[config.mk]
export PLATFORM = sky130hd
export DESIGN_NAME = pv2long_mem_arb
export DESIGN_NICKNAME = d
export VERILOG_FILES = /design/src/rtl/pv2long_mem_arb.sv
export SDC_FILE = /design/constraint.sdc
export NUM_CORES = 1
export LEC_CHECK = 0
export BUFFER_PORTS_ARGS = -buffer_cell sky130_fd_sc_hd__buf_2
export CELL_PAD_IN_SITES_DETAIL_PLACEMENT = 2
export CELL_PAD_IN_SITES_GLOBAL_PLACEMENT = 2
export CORE_ASPECT_RATIO = 0.6
export CORE_MARGIN = 2
export CORE_UTILIZATION = 13
export CTS_BUF_LIST = sky130_fd_sc_hd__clkbuf_4
export CTS_CLUSTER_SIZE = 12
export DETAILED_ROUTE_END_ITERATION = 6
export PLACE_DENSITY_LB_ADDON = 0.1
export SLEW_MARGIN = 20
export SYNTH_ARGS = -nofsm -noshare
export SYNTH_HDL_FRONTEND = slang
export SYNTH_SLANG_ARGS = --single-unit
[constraint.sdc]
create_clock -name clk_i -period 3.3 [get_ports clk_i]
set_clock_uncertainty 0.15 [all_clocks]
set_input_delay 0.66 -clock clk_i [delete_from_list [all_inputs] [get_ports clk_i]]
set_output_delay 0.66 -clock clk_i [all_outputs]
set_load 0.05 [all_outputs]
[src/rtl/pv2long_mem_arb.sv]
// Two-port round-robin arbiter sharing one single-ported memory; an in-order tag FIFO routes responses.
// Optional macro PV2LONG_MEM_ARB_FIXED_PRIO_EN: port 1 always wins ties (priority frozen at 1).
module pv2long_mem_arb #(
    parameter int unsigned p_req_msg_sz      = 67,
    parameter int unsigned p_resp_msg_sz     = 35,
    parameter int unsigned p_max_outstanding = 4
) (
    input  logic                                 clk_i,
    input  logic                                 reset_n_i,
    input  logic [p_req_msg_sz-1:0]              req0_msg_i,
    input  logic                                 req0_val_i,
    output logic                                 req0_rdy_o,
    input  logic [p_req_msg_sz-1:0]              req1_msg_i,
    input  logic                                 req1_val_i,
    output logic                                 req1_rdy_o,
    output logic [p_req_msg_sz-1:0]              memreq_msg_o,
    output logic                                 memreq_val_o,
    input  logic                                 memreq_rdy_i,
    input  logic [p_resp_msg_sz-1:0]             memresp_msg_i,
    input  logic                                 memresp_val_i,
    output logic [p_resp_msg_sz-1:0]             resp0_msg_o,
    output logic                                 resp0_val_o,
    output logic [p_resp_msg_sz-1:0]             resp1_msg_o,
    output logic                                 resp1_val_o,
    output logic [$clog2(p_max_outstanding):0]   outstanding_o,
    output logic                                 err_o
);

    localparam int unsigned PtrW = $clog2(p_max_outstanding);
    localparam int unsigned CntW = PtrW + 1;

    logic [p_max_outstanding-1:0] tags_q, tags_d;
    logic [PtrW-1:0]              wr_ptr_q, wr_ptr_d;
    logic [PtrW-1:0]              rd_ptr_q, rd_ptr_d;
    logic [CntW-1:0]              count_q, count_d;
    logic                         err_q, err_d;
    logic                         prio;
    logic                         grant_c, full_c, empty_c, fire_c, pop_c, head_c;

`ifdef PV2LONG_MEM_ARB_FIXED_PRIO_EN
    assign prio = 1'b1;
`else
    logic prio_q, prio_d;
    assign prio = prio_q;

    // The port just served yields priority to the other one.
    always_comb begin
        prio_d = prio_q;
        if (fire_c) begin
            prio_d = ~grant_c;
        end
    end

    always_ff @(posedge clk_i or negedge reset_n_i) begin
        if (!reset_n_i) begin
            prio_q <= 1'b0;
        end else begin
            prio_q <= prio_d;
        end
    end
`endif

    // Grant: a lone requester wins; a tie goes to the favoured port.
    always_comb begin
        grant_c = req1_val_i;
        if (req0_val_i && req1_val_i) begin
            grant_c = prio;
        end
    end

    assign full_c  = (count_q == CntW'(p_max_outstanding));
    assign empty_c = (count_q == '0);
    assign head_c  = tags_q[rd_ptr_q];

    assign memreq_val_o = reset_n_i & (req0_val_i | req1_val_i) & ~full_c;
    assign memreq_msg_o = grant_c ? req1_msg_i : req0_msg_i;
    assign req0_rdy_o   = memreq_val_o & memreq_rdy_i & req0_val_i & ~grant_c;
    assign req1_rdy_o   = memreq_val_o & memreq_rdy_i & req1_val_i & grant_c;
    assign fire_c       = memreq_val_o & memreq_rdy_i;

    assign pop_c       = reset_n_i & memresp_val_i & ~empty_c;
    assign resp0_val_o = pop_c & ~head_c;
    assign resp1_val_o = pop_c & head_c;
    assign resp0_msg_o = memresp_msg_i;
    assign resp1_msg_o = memresp_msg_i;

    assign outstanding_o = count_q;
    assign err_o         = err_q;

    // Tag FIFO bookkeeping and sticky error on an unmatched response.
    always_comb begin
        tags_d   = tags_q;
        wr_ptr_d = wr_ptr_q;
        rd_ptr_d = rd_ptr_q;
        err_d    = err_q;
        count_d  = count_q + CntW'(fire_c) - CntW'(pop_c);
        if (fire_c) begin
            tags_d[wr_ptr_q] = grant_c;
            wr_ptr_d         = wr_ptr_q + PtrW'(1);
        end
        if (pop_c) begin
            rd_ptr_d = rd_ptr_q + PtrW'(1);
        end
        if (memresp_val_i && empty_c) begin
            err_d = 1'b1;
        end
    end

    always_ff @(posedge clk_i or negedge reset_n_i) begin
        if (!reset_n_i) begin
            tags_q   <= '0;
            wr_ptr_q <= '0;
            rd_ptr_q <= '0;
            count_q  <= '0;
            err_q    <= 1'b0;
        end else begin
            tags_q   <= tags_d;
            wr_ptr_q <= wr_ptr_d;
            rd_ptr_q <= rd_ptr_d;
            count_q  <= count_d;
            err_q    <= err_d;
        end
    end

endmodule
After elaboration in Yosys (flattened, before gate mapping):

Index checks and enable logic that the tools add are counted.
Widths: inputs -> output; s select.

* bits in registers: 13
* latch bits: 0
* RAM bits: 0
* ROM bits: 0
* input port bits: 175
* output and inout port bits: 146
* logic and storage cells: 41
* memories: 0

* $add $sub $neg: 4
* multipliers: 0
* div/mod/pow operators: 0
* $lt $le $gt $ge: 3
* equal/unequal tests: 1
* shifts and indexed selects: 0
* muxes and demuxes: 7
* bitwise operators: 16
* reductions and logical operators: 4

Operators with widths (number)
* $mux 67: 1
* $and 1x1->1: 11
* $lt 2x3->1 const B: 2
* $add 2x1->2 const B: 2
* $bwmux 4: 1
* $not 1->1: 4
* $add 3x1->3: 1
* $eq 3x3->1 const B: 1
* $logic_and 1x1->1: 3
* $logic_not 3->1: 1
* $mux 1: 3
* $sub 3x1->3: 1
* $bmux 1 s2: 1
* $demux 1 s2: 1
* $ge 2x1->1 const B: 1
* $or 1x1->1: 1

Logic depth before layout (Yosys ltp):

* depth in word-level cells: 6
* gate-level depth with buffers: 10

Worst setup path before layout:

No wires, ideal clock.

* path kind: input-to-output
* start: in req1_val_i
* end: out req0_rdy_o
* data arrival time: 2283 ps
* setup slack: 207 ps
* cell stages on the path: 4
* path buffers: 2
* path through: a21boi_1 > buf_4 > buf_4 > nor3b_1

* cells in the longest elaborated chain, start to end: 6

RTL lines
* from (decl): line 14 `input logic req1_val_i,`
* $or 1x1->1: line 75 `assign memreq_val_o = reset_n_i & (req0_val_i | req1_val_i) & ~full_c;`
* $and 1x1->1 (2 in series): line 75
* $and 1x1->1 (2 in series): line 77 `assign req0_rdy_o = memreq_val_o & memreq_rdy_i & req0_val_i & ~grant_c;`
* $and 1x1->1 *: line 77
* to (decl): line 12 `output logic req0_rdy_o,`

Every way passes the cells marked *; elsewhere a longest branch is shown, timed or not.

Final worst setup path:

* start: in req1_val_i
* end: out memreq_msg_o[66]

* cells in the longest elaborated chain, start to end: 3

RTL lines
* $logic_and 1x1->1: line 66 `if (req0_val_i && req1_val_i) begin`
* $mux 1 *: line 66
* $mux 67 *: line 76 `assign memreq_msg_o = grant_c ? req1_msg_i : req0_msg_i;`
* to (decl): line 16 `output logic [p_req_msg_sz-1:0] memreq_msg_o,`

Marked as above.

==> out/qor.csv <==
metric,value,unit
Clock Pin Slew Worst Setup and Hold Paths,0.08,ns
core footprint,15500,µm²
count of input and output buffers,215,
worst rel slew slack,78.3,%
initial core utilization,13.4,%
Top Ports,321,
first-pass GRT wire length,11800,µm
Layout area overhead,38.4,%
Cells after Synth,201,
Yosys reg bits,13,
CTS buffer count,3,
GRT overflow,0,
Num Clock Sinks,13,
Critical Path Source Type,primary input,
Yosys warning total,0,
num rows,35,
"slowest stage delay, CP",0.39,ns
drt wl/cell,15.5,µm
total power,1.64,mW
CP startpoint,req1_val_i,
met3 Usage GRT,3.28,%
DR pass1 iterations,2,
dpl cell area,2830,µm²
vias per cell,3.55,
Yosys cell types,28,
global routing usage on met1,11.4,%
Mapped Area,2070,µm²
Max Cap Viol,0,
GRT met2 Usage,14.9,%
VDD IR max,0.222,mV
share of cells above drive strength 1,85.8,%
dpl hpwl,7580,µm
Final min period,2.74,ns
die width,167,µm
initial antenna violation count,0,
cell mode on critical path,buf_2,
CP Class,primary input to output port,
critical path cell sequence,"buf_2, a21boi_4, buf_12, mux2_2, buf_2",
CTS Buffer Depth,2,
"Data required, critical path",2.49,ns
remaining antenna violation count after routing,0,
Min Hold Slack,0.0548,ns
"wirelength, routed",8460,µm
Synth top area share,36.5,%
HP Class,primary input to async pin,
placed cells,543,
leak pwr,1.49,nW
data arrival time of the worst path,1.93,ns
Die H,102,µm
Hold Fails Final Rpt,0,
FF-to-FF Start,outstanding_o[1]$_DFF_PN0_,
synthesized area per cell,10.3,µm²
CTS Hold Buffers Added,0,
TritonCTS clock tree,built,
# diodes,0,
PwrDens,575,nW/µm²
Least-Margin Pin Slew,0.325,ns
status,"complete, no violations",
"Cell Count, Final, Fillers Out",547,
gpl congestion,0.753,
syn_nets,383,
Slew Limit Fails,0,
Final Util,18.5,%
fmax,0.365,GHz
period utilization,83.1,%
post_cts resized,0,
RSZ-0062 raised after global routing,no,
post-route cell area,2860,µm²
Via Count,1942,
largest net degree at the start of global routing,61,
Setup TNS,0,ns
DRC Markers,0,
root buf cell,clkbuf_4,
slack of the critical path,0.557,ns
"slowest stage cell, crit path",mux2_2,
vias in the first global route,2000,
CP endpoint kind,output port,
"area leader, netlist",mux2_2,
Post-Place Worst Slack,0.519,ns
# Post-CTS Setup Buffers,0,
synth top area cells,"mux2_2 36%, buf_4 26%, dfrtp_1 16%",
# setup viols final,0,
grt peak-use layer,met2,
"Seq/Total Area, Yosys",15.7,%
worst-path fanout max,60,
Final nets,527,
total track usage,8.95,%
die footprint,17000,µm²
DRT iter0 DRCs,34,
clk_lat worst skew,0.28,ns
CTS H-tree lvls,1,
## per-layer routing
layer	wire (µm)	part of all wire [%]
met3	785	9.3
met1	3500	41
met5	0	0
met4	19	0.22
met2	4160	49
## cells by family (layout without fill, tap and decap cells)
group | count (synthesis) | in the layout | synth area share [%]
buffers and inverters | 85 | 228 | 30.7
multiplexers | 74 | 74 | 41.0
flip-flops | 13 | 13 | 15.7
AND/OR/NAND/NOR | 12 | 12 | 3.63
adder cells (fa/ha/maj) | 7 | 7 | 4.60
AO/OA/AOI/OAI | 5 | 5 | 2.24
XOR/XNOR | 5 | 5 | 2.12
## synthesized netlist by cell type, drive strengths merged
| cell type | n |
|---|---|
| mux4 | 1 |
| nor2b | 1 |
| nor3b | 1 |
| inv | 6 |
| buf | 79 |
| and2 | 1 |
| dfrtp | 13 |
| xor2 | 1 |
| a21o | 1 |
| ha | 6 |
| nand3 | 4 |
| nand2 | 2 |
| or3b | 1 |
| and3 | 1 |
| nor3 | 1 |
| o311a | 1 |
| a21boi | 1 |
| o211a | 2 |
| mux2i | 1 |
| mux2 | 72 |
| fa | 1 |
| xnor2 | 4 |
## critical path, delay by kind of cell
family,cells,cell delay (ns)
AOI/OAI and AO/OA,1,0.21
muxes,1,0.39
buffers and inverters,3,0.65
## cell type report
class	instances	area, µm²
fill	1826	12600
multi-input combinational	103	1120
timing repair buffer	218	1110
sequential	13	325
tap	203	254
inverter	6	22.5
clock buffer	4	30.0
## power by group
group	switching, mW	internal, mW	total [mW]
registers	0.0774	0.239	0.316
clock network	0.0543	0.0552	0.110
logic	0.802	0.417	1.22
total	0.933	0.711	1.64
## registers in the layout, indices dropped and copies added, names as in the netlist
signal	flops
err_o	1
outstanding_o	3
prio	1
rd_ptr_q	2
tags_q	4
wr_ptr_q	2
## worst paths after layout
kind | endpoint | slack (ns) | depth (start not counted)
hold / removal | outstanding_o[1]$_DFF_PN0_ | 0.05 | 1
hold reg to reg | err_o$_DFFE_PN0P_ | 0.30 | 1
max in group asynchronous | rd_ptr_q[0]$_DFFE_PN0P_ | 2.57 | 2
setup / recovery | memreq_msg_o[66] | 0.56 | 5
min in group clk_i | err_o$_DFFE_PN0P_ | 0.30 | 1
setup reg to reg | outstanding_o[2]$_DFF_PN0_ | 0.74 | 9
## cells in the final DEF (no fill, tap or decap)
cell type and n:
nand3_1 4, o311a_2 1, mux4_2 1, mux2i_1 1, nand2_1 1, buf_4 2, o211a_2 1, mux2_1 4
a21o_1 1, buf_2 215, fa_1 1, xnor2_1 4, and2_1 1, inv_1 6, and3_1 1, nor2b_1 1
or3b_1 1, mux2_4 1, buf_12 1, nand2_4 1, nor3b_1 1, nor3_1 1, a21boi_4 1, xor2_1 1
clkbuf_4 4, mux2_2 67, o211a_1 1, ha_1 6, dfrtp_1 13
(Power assumes the default switching activity.)
